--- config.mk ---
export PLATFORM = sky130hd
export DESIGN_NAME = id_ex_stage_flat
export DESIGN_NICKNAME = d
export VERILOG_FILES = /design/src/rtl/id_ex_if.sv /design/src/rtl/id_ex_stage.sv /design/src/flat_wrapper.sv
export SDC_FILE = /design/constraint.sdc
export NUM_CORES = 1
export LEC_CHECK = 0
export ABC_AREA = 1
export BUFFER_PORTS_ARGS = -buffer_cell sky130_fd_sc_hd__buf_2
export CORE_MARGIN = 5
export CORE_UTILIZATION = 45
export CTS_BUF_LIST = sky130_fd_sc_hd__clkbuf_4
export DETAILED_ROUTE_END_ITERATION = 7
export GPL_ROUTABILITY_DRIVEN = 0
export PLACE_DENSITY = 0.8
export SLEW_MARGIN = 0
export SYNTH_ARGS = -nofsm -noshare
export SYNTH_HDL_FRONTEND = slang
export SYNTH_SLANG_ARGS = --single-unit
--- constraint.sdc ---
create_clock -name clk -period 1.3 [get_ports clk]
set_input_delay 0.13 -clock clk [delete_from_list [all_inputs] [get_ports clk]]
set_output_delay 0.13 -clock clk [all_outputs]
set_load 0.05 [all_outputs]
--- src/rtl/id_ex_if.sv ---
// id_ex_if: groups the ID/EX stage's pipeline-facing signals.
//   Controls : stall, flush (driven by the hazard/PC logic)
//   ID side  : id_* decoded fields, register indices and register-file read data
//   Bypass   : mem_* (EX/MEM) and wb_* (MEM/WB) write-back information used for forwarding
//   EX side  : aluSignal/aluA/aluB/ex_storeData operands, registered ex_* controls
//   Hazard   : loadUseHazard (combinational load-use detect)
// The slave modport is the stage; the master modport is whoever drives the pipeline around it.
interface id_ex_if #(
    parameter int WIDTH   = 32,
    parameter int REGBITS = 5
);
    logic               stall;
    logic               flush;
    logic [WIDTH-1:0]   id_rsData;
    logic [WIDTH-1:0]   id_rtData;
    logic [WIDTH-1:0]   id_imm;
    logic [REGBITS-1:0] id_rs;
    logic [REGBITS-1:0] id_rt;
    logic [REGBITS-1:0] id_rd;
    logic [5:0]         id_funct;
    logic [1:0]         id_aluOp;
    logic               id_aluSrc;
    logic               id_regDst;
    logic               id_regWrite;
    logic               id_memRead;
    logic               id_memWrite;
    logic               id_memToReg;
    logic               mem_regWrite;
    logic [REGBITS-1:0] mem_writeReg;
    logic [WIDTH-1:0]   mem_result;
    logic               wb_regWrite;
    logic [REGBITS-1:0] wb_writeReg;
    logic [WIDTH-1:0]   wb_result;
    logic [2:0]         aluSignal;
    logic [WIDTH-1:0]   aluA;
    logic [WIDTH-1:0]   aluB;
    logic [WIDTH-1:0]   ex_storeData;
    logic [REGBITS-1:0] ex_writeReg;
    logic               ex_regWrite;
    logic               ex_memRead;
    logic               ex_memWrite;
    logic               ex_memToReg;
    logic               loadUseHazard;

    modport slave (
        input  stall, flush,
        input  id_rsData, id_rtData, id_imm, id_rs, id_rt, id_rd, id_funct, id_aluOp,
        input  id_aluSrc, id_regDst, id_regWrite, id_memRead, id_memWrite, id_memToReg,
        input  mem_regWrite, mem_writeReg, mem_result,
        input  wb_regWrite, wb_writeReg, wb_result,
        output aluSignal, aluA, aluB, ex_storeData, ex_writeReg,
        output ex_regWrite, ex_memRead, ex_memWrite, ex_memToReg, loadUseHazard
    );

    modport master (
        output stall, flush,
        output id_rsData, id_rtData, id_imm, id_rs, id_rt, id_rd, id_funct, id_aluOp,
        output id_aluSrc, id_regDst, id_regWrite, id_memRead, id_memWrite, id_memToReg,
        output mem_regWrite, mem_writeReg, mem_result,
        output wb_regWrite, wb_writeReg, wb_result,
        input  aluSignal, aluA, aluB, ex_storeData, ex_writeReg,
        input  ex_regWrite, ex_memRead, ex_memWrite, ex_memToReg, loadUseHazard
    );
endinterface

--- src/rtl/id_ex_stage.sv ---
// id_ex_stage: ID/EX pipeline register with EX-side ALU-control decode, operand
// forwarding and load-use hazard detection.
//   clk   : pipeline clock, all state updates on the rising edge
//   reset : synchronous, active-high; clears every stage register
//   bus   : id_ex_if.slave carrying stall/flush, ID fields, EX/MEM and MEM/WB
//           bypass info, and the EX-side outputs (see id_ex_if.sv)
module id_ex_stage #(
    parameter int WIDTH   = 32,
    parameter int REGBITS = 5
) (
    input  logic    clk,
    input  logic    reset,
    id_ex_if.slave  bus
);

    typedef struct packed {
        logic [WIDTH-1:0]   rs_data;
        logic [WIDTH-1:0]   rt_data;
        logic [WIDTH-1:0]   imm;
        logic [REGBITS-1:0] rs;
        logic [REGBITS-1:0] rt;
        logic [REGBITS-1:0] write_reg;
        logic [2:0]         alu_signal;
        logic               alu_src;
        logic               reg_write;
        logic               mem_read;
        logic               mem_write;
        logic               mem_to_reg;
    } ex_regs_t;

    ex_regs_t         ex_d, ex_q;
    logic [2:0]       alu_ctrl;
    logic [WIDTH-1:0] fwd_a, fwd_b;
    logic             mem_fwd_ok, wb_fwd_ok;

    // Unknown R-type funct maps to 3'b011, which the ALU treats as "output zero".
    always_comb begin
        alu_ctrl = 3'b011;
        case (bus.id_aluOp)
            2'b00: alu_ctrl = 3'b010;
            2'b01: alu_ctrl = 3'b110;
            2'b11: alu_ctrl = 3'b001;
            default: begin
                case (bus.id_funct)
                    6'd32:   alu_ctrl = 3'b010;
                    6'd34:   alu_ctrl = 3'b110;
                    6'd36:   alu_ctrl = 3'b000;
                    6'd37:   alu_ctrl = 3'b001;
                    6'd42:   alu_ctrl = 3'b111;
                    default: alu_ctrl = 3'b011;
                endcase
            end
        endcase
    end

    // Flush takes priority over stall so a bubble can be inserted while the front end is frozen.
    always_comb begin
        ex_d = ex_q;
        if (bus.flush) begin
            ex_d            = '0;
            ex_d.alu_signal = 3'b010;
        end else if (!bus.stall) begin
            ex_d.rs_data    = bus.id_rsData;
            ex_d.rt_data    = bus.id_rtData;
            ex_d.imm        = bus.id_imm;
            ex_d.rs         = bus.id_rs;
            ex_d.rt         = bus.id_rt;
            ex_d.write_reg  = bus.id_regDst ? bus.id_rd : bus.id_rt;
            ex_d.alu_signal = alu_ctrl;
            ex_d.alu_src    = bus.id_aluSrc;
            ex_d.reg_write  = bus.id_regWrite;
            ex_d.mem_read   = bus.id_memRead;
            ex_d.mem_write  = bus.id_memWrite;
            ex_d.mem_to_reg = bus.id_memToReg;
        end
    end

    always_ff @(posedge clk) begin
        if (reset) begin
            ex_q <= '0;
        end else begin
            ex_q <= ex_d;
        end
    end

    // Register 0 is hardwired, so a write to it is never a valid forwarding source.
    assign mem_fwd_ok = bus.mem_regWrite && (bus.mem_writeReg != '0);
    assign wb_fwd_ok  = bus.wb_regWrite  && (bus.wb_writeReg  != '0);

    // WB is applied first and MEM last so the younger EX/MEM result wins.
    always_comb begin
        fwd_a = ex_q.rs_data;
        fwd_b = ex_q.rt_data;
        if (wb_fwd_ok && bus.wb_writeReg == ex_q.rs)   fwd_a = bus.wb_result;
        if (mem_fwd_ok && bus.mem_writeReg == ex_q.rs) fwd_a = bus.mem_result;
        if (wb_fwd_ok && bus.wb_writeReg == ex_q.rt)   fwd_b = bus.wb_result;
        if (mem_fwd_ok && bus.mem_writeReg == ex_q.rt) fwd_b = bus.mem_result;
    end

    assign bus.aluA         = fwd_a;
    assign bus.aluB         = ex_q.alu_src ? ex_q.imm : fwd_b;
    assign bus.ex_storeData = fwd_b;
    assign bus.aluSignal    = ex_q.alu_signal;
    assign bus.ex_writeReg  = ex_q.write_reg;
    assign bus.ex_regWrite  = ex_q.reg_write;
    assign bus.ex_memRead   = ex_q.mem_read;
    assign bus.ex_memWrite  = ex_q.mem_write;
    assign bus.ex_memToReg  = ex_q.mem_to_reg;

    // Deliberately not gated by stall: the hazard unit needs to see it while it holds the front end.
    assign bus.loadUseHazard = ex_q.mem_read && (ex_q.write_reg != '0) &&
                               ((ex_q.write_reg == bus.id_rs) || (ex_q.write_reg == bus.id_rt));

endmodule

--- src/flat_wrapper.sv ---
// flat-port wrapper written by rule: the top's interface ports become plain ports
module id_ex_stage_flat 
#(
    parameter int WIDTH   = 32,
    parameter int REGBITS = 5
)
  (clk, reset, bus_stall, bus_flush, bus_id_rsData, bus_id_rtData, bus_id_imm, bus_id_rs, bus_id_rt, bus_id_rd, bus_id_funct, bus_id_aluOp, bus_id_aluSrc, bus_id_regDst, bus_id_regWrite, bus_id_memRead, bus_id_memWrite, bus_id_memToReg, bus_mem_regWrite, bus_mem_writeReg, bus_mem_result, bus_wb_regWrite, bus_wb_writeReg, bus_wb_result, bus_aluSignal, bus_aluA, bus_aluB, bus_ex_storeData, bus_ex_writeReg, bus_ex_regWrite, bus_ex_memRead, bus_ex_memWrite, bus_ex_memToReg, bus_loadUseHazard);
  id_ex_if #(.WIDTH(WIDTH), .REGBITS(REGBITS)) bus_i ();
  input  logic clk;
  input  logic reset;
  input wire logic [$bits(bus_i.stall)-1:0] bus_stall;
  input wire logic [$bits(bus_i.flush)-1:0] bus_flush;
  input wire logic [$bits(bus_i.id_rsData)-1:0] bus_id_rsData;
  input wire logic [$bits(bus_i.id_rtData)-1:0] bus_id_rtData;
  input wire logic [$bits(bus_i.id_imm)-1:0] bus_id_imm;
  input wire logic [$bits(bus_i.id_rs)-1:0] bus_id_rs;
  input wire logic [$bits(bus_i.id_rt)-1:0] bus_id_rt;
  input wire logic [$bits(bus_i.id_rd)-1:0] bus_id_rd;
  input wire logic [$bits(bus_i.id_funct)-1:0] bus_id_funct;
  input wire logic [$bits(bus_i.id_aluOp)-1:0] bus_id_aluOp;
  input wire logic [$bits(bus_i.id_aluSrc)-1:0] bus_id_aluSrc;
  input wire logic [$bits(bus_i.id_regDst)-1:0] bus_id_regDst;
  input wire logic [$bits(bus_i.id_regWrite)-1:0] bus_id_regWrite;
  input wire logic [$bits(bus_i.id_memRead)-1:0] bus_id_memRead;
  input wire logic [$bits(bus_i.id_memWrite)-1:0] bus_id_memWrite;
  input wire logic [$bits(bus_i.id_memToReg)-1:0] bus_id_memToReg;
  input wire logic [$bits(bus_i.mem_regWrite)-1:0] bus_mem_regWrite;
  input wire logic [$bits(bus_i.mem_writeReg)-1:0] bus_mem_writeReg;
  input wire logic [$bits(bus_i.mem_result)-1:0] bus_mem_result;
  input wire logic [$bits(bus_i.wb_regWrite)-1:0] bus_wb_regWrite;
  input wire logic [$bits(bus_i.wb_writeReg)-1:0] bus_wb_writeReg;
  input wire logic [$bits(bus_i.wb_result)-1:0] bus_wb_result;
  output wire logic [$bits(bus_i.aluSignal)-1:0] bus_aluSignal;
  output wire logic [$bits(bus_i.aluA)-1:0] bus_aluA;
  output wire logic [$bits(bus_i.aluB)-1:0] bus_aluB;
  output wire logic [$bits(bus_i.ex_storeData)-1:0] bus_ex_storeData;
  output wire logic [$bits(bus_i.ex_writeReg)-1:0] bus_ex_writeReg;
  output wire logic [$bits(bus_i.ex_regWrite)-1:0] bus_ex_regWrite;
  output wire logic [$bits(bus_i.ex_memRead)-1:0] bus_ex_memRead;
  output wire logic [$bits(bus_i.ex_memWrite)-1:0] bus_ex_memWrite;
  output wire logic [$bits(bus_i.ex_memToReg)-1:0] bus_ex_memToReg;
  output wire logic [$bits(bus_i.loadUseHazard)-1:0] bus_loadUseHazard;
  assign bus_i.stall = bus_stall;
  assign bus_i.flush = bus_flush;
  assign bus_i.id_rsData = bus_id_rsData;
  assign bus_i.id_rtData = bus_id_rtData;
  assign bus_i.id_imm = bus_id_imm;
  assign bus_i.id_rs = bus_id_rs;
  assign bus_i.id_rt = bus_id_rt;
  assign bus_i.id_rd = bus_id_rd;
  assign bus_i.id_funct = bus_id_funct;
  assign bus_i.id_aluOp = bus_id_aluOp;
  assign bus_i.id_aluSrc = bus_id_aluSrc;
  assign bus_i.id_regDst = bus_id_regDst;
  assign bus_i.id_regWrite = bus_id_regWrite;
  assign bus_i.id_memRead = bus_id_memRead;
  assign bus_i.id_memWrite = bus_id_memWrite;
  assign bus_i.id_memToReg = bus_id_memToReg;
  assign bus_i.mem_regWrite = bus_mem_regWrite;
  assign bus_i.mem_writeReg = bus_mem_writeReg;
  assign bus_i.mem_result = bus_mem_result;
  assign bus_i.wb_regWrite = bus_wb_regWrite;
  assign bus_i.wb_writeReg = bus_wb_writeReg;
  assign bus_i.wb_result = bus_wb_result;
  assign bus_aluSignal = bus_i.aluSignal;
  assign bus_aluA = bus_i.aluA;
  assign bus_aluB = bus_i.aluB;
  assign bus_ex_storeData = bus_i.ex_storeData;
  assign bus_ex_writeReg = bus_i.ex_writeReg;
  assign bus_ex_regWrite = bus_i.ex_regWrite;
  assign bus_ex_memRead = bus_i.ex_memRead;
  assign bus_ex_memWrite = bus_i.ex_memWrite;
  assign bus_ex_memToReg = bus_i.ex_memToReg;
  assign bus_loadUseHazard = bus_i.loadUseHazard;
  id_ex_stage #(.WIDTH(WIDTH), .REGBITS(REGBITS)) u_core (.clk(clk), .reset(reset), .bus(bus_i));
endmodule
; ---- Word-level counts from Yosys, hierarchy flattened
; Index checks and enable logic that the tools add are counted.
[totals]
inputBits = 205
romBits = 0
ramBits = 0
regBits = 119
latchBits = 0
mem_count = 0
[op_classes]
mux = 10
n_shift = 0
n_bitwise = 0
addsub = 0
n_reduce_logical = 14
n_lt_le_gt_ge = 0
eq_ne = 14
multipliers = 0
div_mod_pow = 0
[ops]
columns = operator, count
row1 = 32-bit two-way mux, 5
row2 = 5-bit equality test, 6
row3 = "6-bit equality test, second input constant", 5
row4 = 3-bit case mux with 5 select lines, 1
row5 = 5-bit nonzero test, 3
row6 = 7-bit two-way mux, 2
row7 = 3-bit case mux with 3 select lines, 1
row8 = 1-bit logical AND, 8
row9 = 5-bit two-way mux, 1
row10 = "2-bit by 1-bit equality test with 1-bit output, second input constant", 1
row11 = "2-bit equality test, second input constant", 1
row12 = 2-bit logical NOT, 1
row13 = "2-bit by 1-bit inequality test with 1-bit output, second input constant", 1
row14 = 2-bit OR reduction, 1
row15 = 1-bit logical OR, 1

; ---- Depth between registers and ports, before layout
[logic_depth]
word_depth = 6
ltp_mapped = 11
mapped_depth_nobuf = 10

; ---- Worst setup path after synthesis
; Ideal clock, no wire load.
[synth_path]
path_type = reg-to-output
from = reg u_core.ex_q, in the netlist u_core.bus.ex_memRead
to = out bus_loadUseHazard
path_stages_with_launch = 3
path_slack_ns = -0.403
arrival_time_ns = 1.573
required_ns = 1.170
path_cell_list = dfxtp_1 > o21ai_0 > a21oi_1
[synth_via]
elab_chain_len = 2
[synth_lines]
columns = element, line
row1 = "start, declared", id_ex_stage.sv:31  ; ex_regs_t ex_d, ex_q;
row2 = "start signal, assigned", id_ex_stage.sv:80  ; ex_q <= '0;
row3 = "start signal, assigned", id_ex_stage.sv:82  ; ex_q <= ex_d;
row4 = 1-bit logical AND (2 in a row), id_ex_stage.sv:111  ; assign bus.loadUseHazard = ex_q.mem_read && (ex_q.write_reg != '0) &&
row5 = "end, declared", flat_wrapper.sv:42  ; output wire logic [$bits(bus_i.loadUseHazard)-1:0] bus_loadUseHazard;
; No other way between the ends.

; ---- Worst setup path in the final report
[layout_path]
from = reg u_core.ex_q[19] in the netlist's numbering
to = out bus_aluA[3]
[layout_via]
elab_chain_len = 4
elab_cells_between_ends = 6
classes_between = eq/ne (2) / mux (2) / reduce/logical (2)
[layout_lines]
columns = element, line
row1 = 5-bit equality test, id_ex_stage.sv:94  ; if (wb_fwd_ok && bus.wb_writeReg == ex_q.rs) fwd_a = bus.wb_result;
row2 = 1-bit logical AND, id_ex_stage.sv:94
row3 = 32-bit two-way mux, id_ex_stage.sv:94
row4 = 32-bit two-way mux *, id_ex_stage.sv:95  ; if (mem_fwd_ok && bus.mem_writeReg == ex_q.rs) fwd_a = bus.mem_result;
row5 = "end, declared", flat_wrapper.sv:34  ; output wire logic [$bits(bus_i.aluA)-1:0] bus_aluA;
; Every way passes the cells marked *; elsewhere a longest branch is shown, timed or not.

==> impl.org <==
** Outcome
- Run status :: complete, but fails checks
- The checks that failed: setup timing.

** Drt
- Drt initial violations :: ~1200
- The final layout contains routed wiring with a total length of roughly 43000 um.
- Before antenna repair, the detailed router went through 7 iterations.
- In the final routed layout, each cell accounts on average for 24.2 um.
- Antenna-violating nets left :: 0
- Detailed routing inserted a total of 11000 vias.
- Via density per instance :: around 6.1
- After detailed routing, the number of remaining DRC violations is 0.

** Power and ir drop
- Combinational power share :: 0.355
- Power per standard cell area :: between 700 and 800 nW/um^2
- For this design the static power due to leakage is 6.24 nW.
- Net Sw Frac :: 0.362
- The share of total power dissipated in the clock network is 0.286.
- The share of total power dissipated in sequential elements is 0.359.
- IR Drop Worst-Case VDD :: 0.000768 V
- The completed layout was analyzed and its total power is 10.8 mW.
- P_sw :: between 3 and 4 mW
- Pint :: between 6 and 7 mW

** Yosys
- A synthesized cell averages 6.35 um^2.
- Dominant register cell in the synthesized netlist :: sky130_fd_sc_hd__dfxtp_1
- Number of synthesized flops with an enable pin :: 0
- Proportion of register bits with asynchronous set or reset after synthesis :: 0
- The Yosys step of the flow raised 0 warnings.
- Share of the synthesized area in the top cell type :: 0.334
- In the synthesized netlist, the number of instances is around 1100.
- The number of nets handed over by synthesis was 1327.
- Counting flops and latches in the post-synthesis netlist gives about 120.
- Top cells by area in the synthesized netlist :: sky130_fd_sc_hd__dfxtp_1, sky130_fd_sc_hd__nand2_1, sky130_fd_sc_hd__nand3_1
- Library cell with the largest summed area after synthesis :: sky130_fd_sc_hd__dfxtp_1
- Of the synthesized area, sequential elements account for 0.334.
- Distinct cell type count after synthesis :: 29
- Summing every instance area after synthesis gives a little over 7000 um^2.

** Critical path
- Critical setup path kind :: flop to primary output
- Worst-case register-to-register setup slack :: 0.04 ns
- STA classifies the critical path startpoint as a flop.
- Data arrives at the worst endpoint at between 2 and 2.5 ns.
- Of all nets on the critical path, the largest fanout is 14.
- Depth of the worst register-to-register path :: 3
- Data required time of the critical path :: between 1 and 1.5 ns
- In this run the critical register-to-register path is launched from u_core.bus.aluSignal[0]$_SDFFE_PP0N_.
- STA classifies the critical path endpoint as a primary output.
- The endpoint identified for the worst register-to-register timing path is u_core.bus.aluSignal[0]$_SDFFE_PP0N_.

** Floorplan
- The floorplan step defined a die boundary enclosing around 18000 um^2.
- The floorplan has 46 rows.
- Horizontal die dimension :: roughly 140 um
- The total area inside the core boundary comes to around 16000 um^2.
- Count of boundary I/O pins :: about 310
- Initial Utilization :: 0.454
- Floorplan die height :: approximately 140 um

** Run
- Number of maximum-capacitance constraint violations :: 0

** Cells and area
- Filler Cell Count :: between 700 and 800
- Compared with the post-synthesis result, the final layout area differs by 89.7%.
- With fillers left out, the area of the finished cells amounts to between 10000 and 15000 um^2.
- Fraction of final layout cells sized beyond drive strength 1 :: 0.443
- Most common library cell in the layout ignoring fill and taps :: sky130_fd_sc_hd__nand2_1
- Multi-input gate area :: 5500 um^2
- Total number of nets in the final design :: ~1800
- The sequential cells in the finished layout cover a total of about 2400 um^2.
- Commonest non-fill, non-tap cells in the layout :: sky130_fd_sc_hd__nand2_1, sky130_fd_sc_hd__buf_2, sky130_fd_sc_hd__dlygate4sd3_1

** Timing
- Largest clock skew in the final design :: 0 ns
- Setup repair after global routing could not meet its margin everywhere.
- Slew HR :: 0.664
- Worst setup margin :: -1.21 ns
- The final number of max-transition violations came to 0.
- Hold violation count in the final report :: 0
- For the pin with the worst max-slew slack, the measured transition is roughly 0.5 ns.
- Setup violations remaining at the end of the flow were counted as a little over 100.
- Of the available clock period, the critical path in the final layout requires 1.93.
- Final critical delay including setup and external delays :: between 2 and 3 ns
- Timing would allow up to ~400 MHz.

** Min path
- The tightest min-delay check is of the input pin to flop type.
- Hold Path End :: u_core.ex_q[68]$_SDFFE_PP0N_
- Startpoint of the most critical hold path :: bus_stall
- Hold-critical path depth :: 4

** Global routing
- Number of antenna violations at the first check in global routing :: 2
- For this run the aggregate overflow at the end of global routing stands at 0.
- The via count of the first global-routing pass came to 11100.
- Wire length of the first global-routing pass :: between 50000 and 60000 um
- In the global route stage, overall resource usage came out at 0.413.
- Entering global routing, the biggest net connects 80 pins.

** Place
- Placed instance area :: 9840 um^2
- HPWL after DPL :: 21300 um
- In this run the tool buffered the top-level ports with about 310 buffer cells.

** CTS
- The H-tree was split into 4 levels.
- Clock Pin Slew Worst Setup and Hold Paths :: about 0.15 ns
- The longest clock path from root to sink contains 2 buffers.
- Clock tree synthesis inserted a total of 17 buffers.
- Clock insertion delay at the later pin of the skew report :: 0.56 ns
- Root buffer selected by CTS :: sky130_fd_sc_hd__clkbuf_4
- The tree built by TritonCTS fans out to between 100 and 150 sinks.
- TritonCTS clock tree :: done
-- metrics by stage --
| stage | hold WS (ns) | utilization | setup WS, ns | cells | setup TNS, ns |
|---|---|---|---|---|---|
| CTS | 0.0432 | 0.811 | -1.07 | 1783 | -98.88 |
| global route | 0.0894 | 0.860 | -1.34 | 1791 | -119.86 |
| global placement | 0.301 | 0.627 | -0.541 | 1617 | -42.92 |
| finish | 0.114 | 0.860 | -1.21 | 1795 | -110.86 |
| floorplan | 0.199 | - | -0.196 | 1122 | -16.52 |
| detailed placement | 0.306 | 0.627 | -0.607 | 1617 | -48.71 |
-- synth_stat cells (2+ instances only) --
library cell	count
sky130_fd_sc_hd__a211oi_1	39
sky130_fd_sc_hd__a21oi_1	81
sky130_fd_sc_hd__and2_1	32
sky130_fd_sc_hd__buf_1	7
sky130_fd_sc_hd__buf_2	29
sky130_fd_sc_hd__buf_4	11
sky130_fd_sc_hd__buf_6	3
sky130_fd_sc_hd__clkbuf_1	38
sky130_fd_sc_hd__dfxtp_1	119
sky130_fd_sc_hd__inv_1	93
sky130_fd_sc_hd__nand2_1	358
sky130_fd_sc_hd__nand2_2	2
sky130_fd_sc_hd__nand3_1	165
sky130_fd_sc_hd__nand3b_1	32
sky130_fd_sc_hd__nand4_1	4
sky130_fd_sc_hd__nor2_1	56
sky130_fd_sc_hd__nor2_2	2
sky130_fd_sc_hd__nor3_1	3
sky130_fd_sc_hd__nor3_4	2
sky130_fd_sc_hd__o21ai_0	14
sky130_fd_sc_hd__xnor2_1	12
sky130_fd_sc_hd__xor2_1	13
-- area by class of cell --
| type | count | area share |
|---|---|---|
| Sequential cell | 119 | 0.179 |
| Clock inverter | 11 | 0.0117 |
| Multi-Input combinational cell | 821 | 0.407 |
| Antenna cell | 6 | 0.00111 |
| Tap cell | 216 | 0.0200 |
| Timing Repair Buffer | 509 | 0.344 |
| Inverter | 94 | 0.0265 |
| Clock buffer | 19 | 0.0106 |
-- critical path, stage by stage (launching register included) --
cell and delay [ns]:
sky130_fd_sc_hd__dfxtp_4 0.39, sky130_fd_sc_hd__xnor2_2 0.18, sky130_fd_sc_hd__nand3_2 0.14, sky130_fd_sc_hd__nor3_4 0.24
sky130_fd_sc_hd__buf_4 0.28, sky130_fd_sc_hd__nand3_1 0.20, sky130_fd_sc_hd__nand3_4 0.16, sky130_fd_sc_hd__nand2_4 0.06
sky130_fd_sc_hd__buf_8 0.14
-- worst max-delay path by stage --
stage	startpoint	end	slack, ns	cells past startpoint
CTS	u_core.ex_q[18]$_SDFFE_PP0N_	bus_aluA[20]	-1.07	9
finish	u_core.ex_q[19]$_SDFFE_PP0N_	bus_aluA[3]	-1.21	8
global route	u_core.ex_q[19]$_SDFFE_PP0N_	bus_aluA[28]	-1.34	9
detailed placement	u_core.ex_q[13]$_SDFFE_PP0N_	bus_aluB[6]	-0.61	9
global placement	u_core.ex_q[13]$_SDFFE_PP0N_	bus_aluB[11]	-0.54	9
floorplan	u_core.ex_q[13]$_SDFFE_PP0N_	bus_aluB[0]	-0.20	8
-- sequential cells by signal, indices dropped and copies added (netlist names) --
| register | cells |
|---|---|
| u_core.ex_q | 107 |
| u_core.bus.ex_writeReg | 5 |
| u_core.bus.aluSignal | 3 |
| u_core.bus.ex_memRead | 1 |
| u_core.bus.ex_memToReg | 1 |
| u_core.bus.ex_memWrite | 1 |
| u_core.bus.ex_regWrite | 1 |
-- power groups by stage --
| stage | clock (mW) | combinational (mW) | sequential, mW |
|---|---|---|---|
| floorplan | 0 | 1.68 | 3.93 |
| detailed placement | 0 | 2.61 | 3.93 |
| global placement | 0 | 2.59 | 3.92 |
| global route | 3.26 | 3.94 | 3.87 |
| finish | 3.07 | 3.82 | 3.86 |
| CTS | 3.03 | 3.36 | 3.85 |
-- repair_timing --
action | 4_1_cts | 5_1_grt
pin swaps | 42 | 69
cloned | 3 | 4
hold buffers | 128 | 0
gates resized for setup | 341 | 164
buffers inserted | 5 | 7
setup endpoints to repair | 109 | 112
hold endpoints to repair | 119 | 0
-- kinds of logic after synthesis --
group                  Yosys count  share of synthesized area
flip-flops                     119                      0.334
multiplexers                     1                    0.00158
AND/OR/NAND/NOR                659                      0.413
buffers and inverters          182                      0.110
XOR/XNOR                        25                     0.0307
AO/OA/AOI/OAI                  136                      0.110
-- metal layers --
metal  track usage  up-vias  part of all wire
met1         0.441     4956              0.31
met5       0.00278        -                 0
li1              -     4500                 -
met2         0.686     1144              0.47
met3         0.116      414              0.12
met4         0.324        0              0.10
No activity file was read; power rests on OpenSTA's default activity.
